**config.mk**
```make
export PLATFORM = sky130hd
export DESIGN_NAME = oled_cmd_rx
export DESIGN_NICKNAME = d
export VERILOG_FILES = /design/src/rtl/oled_pkg.sv /design/src/rtl/spi_rx_shift.sv /design/src/rtl/oled_cmd_rx.sv
export SDC_FILE = /design/constraint.sdc
export NUM_CORES = 1
export LEC_CHECK = 0
export ABC_AREA = 0
export BUFFER_PORTS_ARGS = -buffer_cell sky130_fd_sc_hd__buf_2
export CAP_MARGIN = 5
export CORE_MARGIN = 4
export CORE_UTILIZATION = 45
export DETAILED_ROUTE_END_ITERATION = 7
export PLACE_DENSITY = 0.64
export SETUP_SLACK_MARGIN = 0.5
export SYNTH_ARGS = -nofsm -noshare
export SYNTH_HDL_FRONTEND = slang
export SYNTH_HIERARCHICAL = 1
export SYNTH_SLANG_ARGS = --single-unit
export TNS_END_PERCENT = 20
```
**constraint.sdc**
```tcl
create_clock -name clk -period 5.58 [get_ports clk]
set_clock_uncertainty 0.2 [all_clocks]
set_input_delay 1.116 -clock clk [delete_from_list [all_inputs] [get_ports clk]]
set_output_delay 1.116 -clock clk [all_outputs]
set_load 0.02 [all_outputs]
```
**src/rtl/oled_pkg.sv**
```systemverilog
// Shared definitions for the OLED command receiver: decoder states,
// controller opcodes and power-on defaults of the decoded panel settings.
package oled_pkg;

    typedef enum logic {
        IDLE = 1'b0,
        ARG  = 1'b1
    } rx_state_e;

    // Single-byte commands
    localparam logic [7:0] OP_DISP_OFF    = 8'hAE;
    localparam logic [7:0] OP_DISP_ON     = 8'hAF;
    localparam logic [7:0] OP_ENTIRE_OFF  = 8'hA4;
    localparam logic [7:0] OP_ENTIRE_ON   = 8'hA5;
    localparam logic [7:0] OP_SEG_NORM    = 8'hA0;
    localparam logic [7:0] OP_SEG_REMAP   = 8'hA1;
    localparam logic [7:0] OP_COM_NORM    = 8'hC0;
    localparam logic [7:0] OP_COM_REMAP   = 8'hC8;

    // Commands followed by one argument byte
    localparam logic [7:0] OP_CONTRAST    = 8'h81;
    localparam logic [7:0] OP_CHARGE_PUMP = 8'h8D;
    localparam logic [7:0] OP_PRECHARGE   = 8'hD9;
    localparam logic [7:0] OP_COM_CFG     = 8'hDA;
    localparam logic [7:0] OP_MEM_MODE    = 8'h20;

    // Power-on defaults of the decoded settings
    localparam logic [7:0] CONTRAST_RST   = 8'h7F;
    localparam logic [7:0] PRECHARGE_RST  = 8'h22;
    localparam logic [7:0] COM_CFG_RST    = 8'h12;
    localparam logic [1:0] MEM_MODE_RST   = 2'b10;

    // True for opcodes that expect an argument byte next
    function automatic logic is_arg_opcode(input logic [7:0] op);
        return (op == OP_CONTRAST)  || (op == OP_CHARGE_PUMP) ||
               (op == OP_PRECHARGE) || (op == OP_COM_CFG)     ||
               (op == OP_MEM_MODE);
    endfunction

endpackage

```
**src/rtl/spi_rx_shift.sv**
```systemverilog
// SPI byte receiver front end: synchronizes the master's pins into the clk
// domain, detects sclk rising edges, shifts sdo MSB first and discards a
// partial byte when sclk idles high for TIMEOUT cycles. Reception is held off
// while vdd is high or res is low.
module spi_rx_shift
    import oled_pkg::*;
#(
    parameter int unsigned TIMEOUT = 64
) (
    input  logic       clk,
    input  logic       rst_n,
    input  logic       sclk,
    input  logic       sdo,
    input  logic       dc,
    input  logic       res,
    input  logic       vdd,
    output logic       rx_strobe,
    output logic [7:0] rx_byte,
    output logic       rx_dc,
    output logic       res_sync
);

    localparam int unsigned TW = (TIMEOUT > 1) ? $clog2(TIMEOUT) : 1;

    logic [1:0]    sclk_sync;
    logic [1:0]    sdo_sync;
    logic [1:0]    dc_sync;
    logic [1:0]    res_sync_q;
    logic [1:0]    vdd_sync;
    logic          sclk_q;
    logic [2:0]    bit_cnt;
    logic [7:0]    shreg;
    logic [TW-1:0] to_cnt;

    logic sclk_s;
    logic rx_en;
    logic sclk_rise;

    assign sclk_s    = sclk_sync[1];
    assign rx_en     = ~vdd_sync[1] & res_sync_q[1];
    assign sclk_rise = sclk_s & ~sclk_q;
    assign res_sync  = res_sync_q[1];

    // The completed byte is presented combinationally on the 8th edge so the
    // decoder can register byte, strobe and settings on the same clk edge.
    assign rx_strobe = rx_en & sclk_rise & (bit_cnt == 3'd7);
    assign rx_byte   = {shreg[6:0], sdo_sync[1]};
    assign rx_dc     = dc_sync[1];

    // Two-flop synchronizers, reset to the idle pin levels
    always_ff @(posedge clk) begin
        if (!rst_n) begin
            sclk_sync  <= '1;
            sdo_sync   <= '0;
            dc_sync    <= '0;
            res_sync_q <= '1;
            vdd_sync   <= '1;
            sclk_q     <= 1'b1;
        end else begin
            sclk_sync  <= {sclk_sync[0], sclk};
            sdo_sync   <= {sdo_sync[0], sdo};
            dc_sync    <= {dc_sync[0], dc};
            res_sync_q <= {res_sync_q[0], res};
            vdd_sync   <= {vdd_sync[0], vdd};
            sclk_q     <= sclk_s;
        end
    end

    // Shift register, bit counter and idle-high timeout
    always_ff @(posedge clk) begin
        if (!rst_n) begin
            shreg   <= '0;
            bit_cnt <= '0;
            to_cnt  <= '0;
        end else if (!rx_en) begin
            bit_cnt <= '0;
            to_cnt  <= '0;
        end else if (sclk_rise) begin
            shreg   <= {shreg[6:0], sdo_sync[1]};
            bit_cnt <= bit_cnt + 3'd1;
            to_cnt  <= '0;
        end else if (sclk_s && (bit_cnt != 3'd0)) begin
            if (to_cnt == TW'(TIMEOUT - 1)) begin
                bit_cnt <= '0;
                to_cnt  <= '0;
            end else begin
                to_cnt <= to_cnt + TW'(1);
            end
        end else begin
            to_cnt <= '0;
        end
    end

endmodule

```
**src/rtl/oled_cmd_rx.sv**
```systemverilog
// OLED controller command receiver: receives SPI bytes and decodes the
// command stream into panel state and settings. Two-byte commands park the
// opcode in the ARG state until their argument arrives.
// Optional feature: define OLED_RX_CNT_EN to add the 16-bit byte_cnt output.
module oled_cmd_rx
    import oled_pkg::*;
#(
    parameter int unsigned TIMEOUT = 64
) (
    input  logic        clk,
    input  logic        rst_n,
    input  logic        sclk,
    input  logic        sdo,
    input  logic        dc,
    input  logic        res,
    input  logic        vdd,
    output logic        byte_valid,
    output logic [7:0]  byte_data,
    output logic        byte_dc,
    output logic        disp_on,
    output logic        entire_on,
    output logic        seg_remap,
    output logic        com_remap,
    output logic        charge_pump,
    output logic [7:0]  contrast,
    output logic [7:0]  precharge,
    output logic [7:0]  com_cfg,
    output logic [1:0]  mem_mode,
    output logic        cmd_err
`ifdef OLED_RX_CNT_EN
    ,
    output logic [15:0] byte_cnt
`endif
);

    logic       rx_strobe;
    logic [7:0] rx_byte;
    logic       rx_dc;
    logic       res_sync;

    rx_state_e  state;
    logic [7:0] pend_op;

    spi_rx_shift #(
        .TIMEOUT (TIMEOUT)
    ) u_shift (
        .clk       (clk),
        .rst_n     (rst_n),
        .sclk      (sclk),
        .sdo       (sdo),
        .dc        (dc),
        .res       (res),
        .vdd       (vdd),
        .rx_strobe (rx_strobe),
        .rx_byte   (rx_byte),
        .rx_dc     (rx_dc),
        .res_sync  (res_sync)
    );

    // Decoder FSM: registers the byte, strobes and all decoded settings
    always_ff @(posedge clk) begin
        if (!rst_n) begin
            state       <= IDLE;
            pend_op     <= '0;
            byte_valid  <= 1'b0;
            cmd_err     <= 1'b0;
            byte_data   <= '0;
            byte_dc     <= 1'b0;
            disp_on     <= 1'b0;
            entire_on   <= 1'b0;
            seg_remap   <= 1'b0;
            com_remap   <= 1'b0;
            charge_pump <= 1'b0;
            contrast    <= CONTRAST_RST;
            precharge   <= PRECHARGE_RST;
            com_cfg     <= COM_CFG_RST;
            mem_mode    <= MEM_MODE_RST;
        end else begin
            byte_valid <= 1'b0;
            cmd_err    <= 1'b0;
            if (!res_sync) begin
                // Display reset restores settings but keeps the last byte
                state       <= IDLE;
                pend_op     <= '0;
                disp_on     <= 1'b0;
                entire_on   <= 1'b0;
                seg_remap   <= 1'b0;
                com_remap   <= 1'b0;
                charge_pump <= 1'b0;
                contrast    <= CONTRAST_RST;
                precharge   <= PRECHARGE_RST;
                com_cfg     <= COM_CFG_RST;
                mem_mode    <= MEM_MODE_RST;
            end else if (rx_strobe) begin
                byte_valid <= 1'b1;
                byte_data  <= rx_byte;
                byte_dc    <= rx_dc;
                case (state)
                    IDLE: begin
                        if (!rx_dc) begin
                            if (is_arg_opcode(rx_byte)) begin
                                pend_op <= rx_byte;
                                state   <= ARG;
                            end else begin
                                case (rx_byte)
                                    OP_DISP_OFF:   disp_on   <= 1'b0;
                                    OP_DISP_ON:    disp_on   <= 1'b1;
                                    OP_ENTIRE_OFF: entire_on <= 1'b0;
                                    OP_ENTIRE_ON:  entire_on <= 1'b1;
                                    OP_SEG_NORM:   seg_remap <= 1'b0;
                                    OP_SEG_REMAP:  seg_remap <= 1'b1;
                                    OP_COM_NORM:   com_remap <= 1'b0;
                                    OP_COM_REMAP:  com_remap <= 1'b1;
                                    default: ;
                                endcase
                            end
                        end
                    end
                    ARG: begin
                        state <= IDLE;
                        if (rx_dc) begin
                            cmd_err <= 1'b1;
                        end else begin
                            case (pend_op)
                                OP_CONTRAST:    contrast    <= rx_byte;
                                OP_CHARGE_PUMP: charge_pump <= rx_byte[2];
                                OP_PRECHARGE:   precharge   <= rx_byte;
                                OP_COM_CFG:     com_cfg     <= rx_byte;
                                OP_MEM_MODE:    mem_mode    <= rx_byte[1:0];
                                default: ;
                            endcase
                        end
                    end
                    default: state <= IDLE;
                endcase
            end
        end
    end

`ifdef OLED_RX_CNT_EN
    // Received-byte counter, visible in the same cycle as the strobe
    always_ff @(posedge clk) begin
        if (!rst_n || !res_sync) begin
            byte_cnt <= '0;
        end else if (rx_strobe) begin
            byte_cnt <= byte_cnt + 16'd1;
        end
    end
`endif

endmodule

```
==> results by group, run 1 <==
Synthesis
  – Post-Syn Instances: between 300 and 400
  – Flops & latches, synth: slightly below 80
  – Syn Std Cell Area: between 3000 and 4000 um^2
  – Synth Area per Inst: about 10 um^2
  – FFs w/ async S/R, synth: 0
  – Synth cell types: 48
  – Synth Flop Type: dfxtp_1
  – Syn nets: 330
  – Post-synth EDFFs: 0
  – YS warnings: 6
  – Seq/Total Area, Yosys: 0.493

Power
  – Combinational power share: 0.017
  – Clock share of power: 0.419
  – Tot Pwr: ~1000 uW
  – Seq pwr share: 0.564
  – Peak supply drop: ~180 uV
  – P_sw: 214 uW
  – Sw frac: 0.214
  – Static leakage: roughly 1.5 nW
  – Internal power: 785 uW
  – Pwr dens: 274 nW/um^2

Critical path
  – Critical Path AT: between 3 and 4 ns
  – CP Data Required Time: 5.56 ns
  – Crit. End Element: register
  – Critical-path cell list: and4bb_1 > and2_1 > nor4bb_1 > or4b_2 > mux2i_1 > nand2_1
  – Kind of critical path: reg2reg
  – Startpoint types: register
  – Worst Path Max Fanout: 9
  – CP max-delay cell: or4b_2
  – Max incr delay on CP: 0.81 ns

CTS
  – CTS Buf Count: 9
  – Max clock buf depth: 2
  – CTS tree: done
  – CTS Root Cell: clkbuf_8
  – Post-cts resize count: 0
  – Worst-path clk slew: ~0.070 ns
  – Clock Latency Late Sink: 0.34 ns
  – Postcts setup bufs: 0
  – CTS Sinks: 78
  – Count of hold-fix buffers inserted at cts: 0
  – H-tree levels: 3

Global route
  – Overflow after GRT: 0
  – Total track usage: 0.162
  – Vias in the first global route: ~2200
  – Antenna violations before repair: 0
  – Largest net degree at the start of global routing: 32
  – First-pass GRT wire length: ~11 mm

Routing
  – Drt drc: 0
  – WL final: approximately 6.5 mm
  – Antenna-violating nets left: 0
  – DRT iter0 DRCs: 73
  – Detail-routed via count per cell: roughly 5
  – DR vias: 2297
  – Number of iterations in the first detailed-routing pass: 4
  – Routed WL per cell: around 14 um

Timing
  – Setup tns final: 0 ns
  – Final setup vio count: 0
  – Hold Slack: between 0.2 and 0.25 ns
  – Post-route clock period utilization: 0.543
  – RSZ-0062 raised after global routing: no
  – Slew @ Worst Pin: about 1.2 ns
  – Fin. Hold Viols: 0
  – Max-slew violations: 0
  – Final min period: 3.03 ns
  – Worst rel slew slack: 0.226
  – Fmax: between 300 and 400 MHz

Placed design
  – Post-DP HPWL: ~4.4 mm
  – IO buf count: between 40 and 50
  – GPL Wtd Cong: ~0.84

Die
  – Top-Level Pins: a little under 50
  – Die ar.: roughly 8400 um^2
  – Chip width: a little over 90 um
  – Starting density of the core: 0.463
  – Chip height: 91.9 um
  – Core region area: around 6800 um^2
  – # rows: 30

Min path
  – Hold crit path type: reg2reg

Job
  – MaxCap Viol Count: 0

Cells and area
  – Synth-to-layout area growth: 15.0%
  – Share of cells above drive strength 1: 0.200
  – Layout Nets: around 370
  – FF/Latch Area: 1560 um^2
  – Multi-input logic area: 1500 um^2
  – Fillers: ~660
  – Ant. Diodes: 0

Outcome
  – Status: finished, final reports clean
sequential cells by signal (all words and copies together), names as in the netlist, 2 cells and up:
register	count
u_shift/shreg	7
pend_op	8
byte_data	8
u_shift/bit_cnt	3
u_shift/sclk_sync	2
u_shift/to_cnt	6
precharge	8
com_cfg	8
u_shift/vdd_sync	2
mem_mode	2
contrast	8
u_shift/res_sync_q	2
u_shift/dc_sync	2
u_shift/sdo_sync	2
worst paths after layout:
check	startpoint	endpoint	slack [ns]	cells after the start
hold / removal	u_shift/vdd_sync[0]	u_shift/vdd_sync[1]	0.21	1
setup / recovery	u_shift/sclk_sync[1]	com_cfg[4]	2.55	6
hold reg to reg	u_shift/vdd_sync[0]	u_shift/vdd_sync[1]	0.21	1
setup reg to reg	u_shift/sclk_sync[1]	com_cfg[4]	2.55	6
worst max-delay path: cells and delay by family (launching register included):
kind	cells	cell delay, ns
DFF	1	0.45
muxes	1	0.20
and+or+nand+nor	5	2.02
stage by stage:
stage	cell area [um^2]	util	setup slack, ns	std cells
CTS	3640	0.533	2.53	461
finish	3640	0.533	2.55	461
floorplan	3170	-	3.01	319
detailed placement	3440	0.503	2.51	445
global placement	3440	0.503	2.58	445
global route	3640	0.533	2.35	461
layout make-up:
class	instances	area share
multi-input cells	218	0.412
well taps	96	0.0330
clock buffers	11	0.0388
repair buffers	48	0.0660
inverters	5	0.00516
flip-flops and latches	78	0.429
clock inverters	5	0.0162
kinds of logic after synthesis:
kind of cell / share of synthesized area
flops: 0.493
buf+inv: 0.0332
simple gates: 0.252
mux: 0.120
xor+xnor: 0.0138
compound gates: 0.0719
fa+ha+maj: 0.0158
Yosys cell counts, drive strengths merged, types with 5 or more instances:
cell	count	share of area
a21oi	5	0.0079
dfxtp	78	0.49
nor3	5	0.0095
or2b	7	0.017
o21ai	5	0.0079
inv	5	0.0059
a21boi	10	0.024
and2	8	0.016
mux2i	38	0.12
or4b	5	0.017
buf	6	0.013
nor2b	9	0.018
nand3	9	0.014
o211ai	5	0.012
clkbuf	12	0.014
nand2	43	0.051
nor2	23	0.027
metal layers:
metal  vias up  track usage  wire (um)
met2        45        0.253       2950
met3         8       0.0386        272
met1      1072        0.217       3160
met5         -            0          0
li1       1172            -          -
met4         0       0.0631         89
power by group through the flow:
stage | clock (mW) | sequential [mW] | combinational (mW)
global placement | 0 | 0.576 | 0.0169
global route | 0.456 | 0.564 | 0.0195
CTS | 0.432 | 0.563 | 0.0172
floorplan | 0 | 0.574 | 0.0139
finish | 0.418 | 0.563 | 0.0171
detailed placement | 0 | 0.576 | 0.0172
cells in the final DEF, fill, tap and decap left out, types with 7 or more instances in the layout:
master,netlist,routed
dfxtp_1,78,78
buf_2,3,48
nand2_1,43,43
mux2i_1,38,38
nor2_1,23,23
a21boi_0,10,10
clkbuf_8,0,10
nand3_1,9,9
nor2b_1,9,9
and2_1,7,7
or2b_1,7,7
(Power assumes the default switching activity.)
==> inputs of run 2 (changes only) <==
--- a/config.mk
+++ b/config.mk
@@ -5,13 +5,13 @@
 export SDC_FILE = /design/constraint.sdc
 export NUM_CORES = 1
 export LEC_CHECK = 0
-export ABC_AREA = 0
+export ABC_AREA = 1
 export BUFFER_PORTS_ARGS = -buffer_cell sky130_fd_sc_hd__buf_2
 export CAP_MARGIN = 5
 export CORE_MARGIN = 4
 export CORE_UTILIZATION = 45
 export DETAILED_ROUTE_END_ITERATION = 7
-export PLACE_DENSITY = 0.64
+export PLACE_DENSITY = 0.66
 export SETUP_SLACK_MARGIN = 0.5
 export SYNTH_ARGS = -nofsm -noshare
 export SYNTH_HDL_FRONTEND = slang
==> constraint.sdc (replaced) <==
create_clock -name clk -period 2.63 [get_ports clk]
set_clock_uncertainty 0.2 [all_clocks]
set_input_delay 0.526 -clock clk [delete_from_list [all_inputs] [get_ports clk]]
set_output_delay 0.526 -clock clk [all_outputs]
set_load 0.02 [all_outputs]
==> run 2 against run 1 <==
Net effect:
- via count grew 15%
- non-clock buffer count grew 4
- combinational power grew to 3.3 times the previous value
- register-to-register slack lost 1.9 ns
- power grew 120%
- utilization grew 1.0 points
- clock power grew 110%
- synthesized cell count grew 27%
- global-route usage grew 0.64 points
- worst hold slack lost 0.051 ns
- worst setup slack lost 1.9 ns
- sequential power grew 110%
- critical endpoint is now contrast[3]
==> results by group, run 2 <==
Die
  – # rows: 30 (unchanged)
  – Chip width: 91.8 um (was 91.9 um)
  – Top-Level Pins: 49 (unchanged)
  – Chip height: 91.8 um (was 91.9 um)
  – Starting density of the core: 0.465 (was 0.463)
  – Core region area: 6790 um^2 (was 6830 um^2)
  – Die ar.: 8420 um^2 (was 8440 um^2)

Synthesis
  – Synth Area in Adders: 0.0158 (about the same)
  – Top post-synthesis cells by count: dfxtp_1 (78), nor2_1 (73), nand2_1 (66) (was dfxtp_1 (78), nand2_1 (43), mux2i_1 (38))
  – XOR/XNOR share of the synthesized area: 0.0111 (was 0.0138)
  – YS warnings: 6 (unchanged)
  – Top cell type's share of synthesized area: 0.494 (was 0.493)
  – Seq/Total Area, Yosys: 0.494 (was 0.493)
  – Synth cell types: 33 (was 48)
  – Synth Area in Compound Gates: 0.109 (was 0.0719)
  – Post-synth EDFFs: 0 (unchanged)
  – Largest family of logic cells by synthesized area: simple AND/OR/NAND/NOR gates (unchanged)
  – Syn nets: 416 (was 330)
  – Synth area leaders: dfxtp_1 (49%), nor2_1 (8.7%), nand2_1 (7.8%) (was dfxtp_1 (49%), mux2i_1 (12%), nand2_1 (5.1%))
  – Syn Std Cell Area: 3160 um^2 (was 3170 um^2)
  – Post-synthesis simple-gate area fraction: 0.291 (was 0.252)
  – Most numerous cell in the Yosys netlist: dfxtp_1 (unchanged)
  – Post-Syn Instances: 405 (was 319)
  – Synth Flop Type: dfxtp_1 (unchanged)
  – FFs w/ async S/R, synth: 0 (unchanged)
  – Yosys top cell by area: dfxtp_1 (unchanged)
  – Flops & latches, synth: 78 (unchanged)
  – Post-synthesis mux area share: 0 (was 0.120)
  – Synth Area per Inst: 7.80 um^2 (was 9.92 um^2)

Timing
  – PnR worst setup slack: 0.604 ns (was 2.55 ns)
  – RSZ-0062 raised after global routing: yes (was no)
  – Final min period: 2.03 ns (was 3.03 ns)
  – Slew @ Worst Pin: 0.501 ns (was 1.16 ns)
  – Worst rel slew slack: 0.666 (was 0.226)
  – Fmax: 494 MHz (was 330 MHz)
  – Max-slew violations: 0 (unchanged)
  – Post-route clock period utilization: 0.770 (was 0.543)
  – Fin. Hold Viols: 0 (unchanged)
  – Final setup vio count: 0 (unchanged)
  – Setup tns final: 0 ns (unchanged)

Cells and area
  – Layout Nets: 465 (was 371)
  – Ant. Diodes: 0 (unchanged)
  – Fillers: 650 (was 657)
  – Share of cells above drive strength 1: 0.233 (was 0.200)
  – Commonest non-fill, non-tap cell in the layout: dfxtp_1 (unchanged)
  – Most frequent cells in the layout: dfxtp_1 (78), nor2_1 (72), nand2_1 (64) (was dfxtp_1 (78), buf_2 (48), nand2_1 (43))
  – Synth-to-layout area growth: 16.9% (was 15.0%)

Global route
  – Overflow after GRT: 0 (unchanged)
  – Antenna violations before repair: 0 (unchanged)
  – Largest net degree at the start of global routing: 33 (was 32)
  – Vias in the first global route: 2401 (was 2247)
  – Total track usage: 0.169 (was 0.162)
  – First-pass GRT wire length: 11.4 mm (was 11.0 mm)

Critical path
  – Kind of cell adding the most delay to the critical path: simple AND/OR/NAND/NOR gates (unchanged)
  – R2R cell count: 10 (was 6)
  – Crit path launch: u_shift/bit_cnt[0] (was u_shift/sclk_sync[1])
  – Max incr delay on CP: 0.36 ns (was 0.81 ns)
  – WP buf/inv: 1 (was 0)
  – RR Endpoint: contrast[3] (was com_cfg[4])
  – CP endpoint: contrast[3] (was com_cfg[4])
  – Crit. End Element: register (unchanged)
  – Worst Path Max Fanout: 7 (was 9)
  – Startpoint types: register (unchanged)
  – RR Startpoint: u_shift/bit_cnt[0] (was u_shift/sclk_sync[1])
  – R2R setup slack: 0.60 ns (was 2.55 ns)
  – CP Data Required Time: 2.72 ns (was 5.56 ns)
  – Kind of critical path: reg2reg (unchanged)
  – Critical-path cell list: ha_1 > ha_1 > inv_1 > nor2_2 > nand3_1 > nor2_1 > nand2_1 > nor2_4 > nand2_1 > nand3_1 (was and4bb_1 > and2_1 > nor4bb_1 > or4b_2 > mux2i_1 > nand2_1)
  – CP max-delay cell: dfxtp_1 (was or4b_2)
  – Critical path depth: 10 (was 6)
  – Critical Path AT: 2.12 ns (was 3.01 ns)

CTS
  – Max clock buf depth: 2 (unchanged)
  – Postcts setup bufs: 0 (unchanged)
  – H-tree levels: 3 (unchanged)
  – CTS Sinks: 78 (unchanged)
  – CTS Buf Count: 9 (unchanged)
  – Clock Latency Late Sink: 0.35 ns (was 0.34 ns)
  – CTS tree: done (unchanged)
  – CTS Root Cell: clkbuf_8 (unchanged)
  – Worst-path clk slew: 0.08 ns (was 0.07 ns)

Power
  – Peak supply drop: 365 uV (was 175 uV)
  – Pwr dens: 582 nW/um^2 (was 274 nW/um^2)
  – Static leakage: 1.59 nW (was 1.52 nW)

Routing
  – Drt drc: 0 (unchanged)
  – DRT iter0 DRCs: 169 (was 73)
  – WL final: 6.74 mm (was 6.46 mm)
  – Routed WL per cell: 12.1 um (was 14.0 um)
  – Number of iterations in the first detailed-routing pass: 4 (unchanged)
  – Detail-routed via count per cell: 4.75 (was 4.98)
  – Antenna-violating nets left: 0 (unchanged)
  – DR vias: 2638 (was 2297)

Placed design
  – IO buf count: 48 (unchanged)
  – GPL Wtd Cong: 0.796 (was 0.844)
  – Worst-case setup slack after placement: 0.539 ns (was 2.51 ns)
  – Post-DP HPWL: 4.87 mm (was 4.44 mm)

Outcome
  – Status: finished, final reports clean (unchanged)

Min path
  – Hold crit path type: in2reg (was reg2reg)

Job
  – MaxCap Viol Count: 0 (unchanged)
[run 2: cells by family (layout without fill, tap and decap cells)]
| logic type | count (synthesis) | after routing |
|---|---|---|
| adder cells (fa/ha/maj) | 4 | 4 |
| flip-flops | 78 | 78 |
| XOR/XNOR | 4 | 4 |
| AND/OR/NAND/NOR | 197 | 197 |
| buffers and inverters | 59 | 113 |
| AO/OA/AOI/OAI | 63 | 63 |
[run 2: metal layers]
metal / track usage / routed length (um) / up-vias / share of wire
met5: 0 / 0 / - / 0
met4: 0.0743 / 100 / 0 / 0.015
met3: 0.0418 / 319 / 10 / 0.047
met2: 0.265 / 3150 / 53 / 0.47
met1: 0.219 / 3170 / 1188 / 0.47
li1: - / - / 1387 / -
[run 2: worst min-delay path by stage]
stage	from	cells after the start	endpoint	slack (ns)
2_1_floorplan	u_shift/dc_sync[0]	2	u_shift/dc_sync[1]	0.19
3_3_place_gp	u_shift/sdo_sync[0]	2	u_shift/sdo_sync[1]	0.19
3_5_place_dp	u_shift/sdo_sync[0]	2	u_shift/sdo_sync[1]	0.20
4_1_cts	sdo	3	u_shift/sdo_sync[0]	0.14
5_1_grt	sclk	2	u_shift/sclk_sync[0]	0.16
6_report	dc	3	u_shift/dc_sync[0]	0.16
[run 2: power by group]
part | switching, mW | leakage, nW | internal [mW] | total (mW)
Combinational | 0.0366 | 0.867 | 0.0201 | 0.0567
Sequential | 0.00690 | 0.631 | 1.19 | 1.19
Clock | 0.433 | 0.0955 | 0.465 | 0.897
[run 2: repair_timing]
item / in CTS / in global routing
gates resized for setup: 0 / 9
hold buffers: 0 / 0
hold endpoints to repair: 0 / 0
setup endpoints to repair: 0 / 32
[run 2: layout make-up]
class	instances	area, um^2	area share
tap	96	120	0.0325
multi-input combinational	268	1370	0.371
clock buffer	11	141	0.0383
sequential	78	1560	0.423
timing repair buffer	52	270	0.0732
inverter	45	170	0.0461
clock inverter	5	58.8	0.0159
[run 2: worst min-delay path, cell delays in order]
cell and delay, ns:
buf_2 0.08, nand2_1 0.04, inv_1 0.04
[run 2: metrics by stage]
step / util / instances / power, mW / area, um^2 / hold slack, ns
after global routing: 0.543 / 555 / 2.24 / 3690 / 0.156
after detailed placement: 0.510 / 539 / 1.28 / 3470 / 0.199
after CTS: 0.540 / 555 / 2.17 / 3670 / 0.143
final: 0.543 / 555 / 2.15 / 3690 / 0.157
after floorplan: - / 405 / 1.27 / 3160 / 0.190
after global placement: 0.510 / 539 / 1.28 / 3470 / 0.193
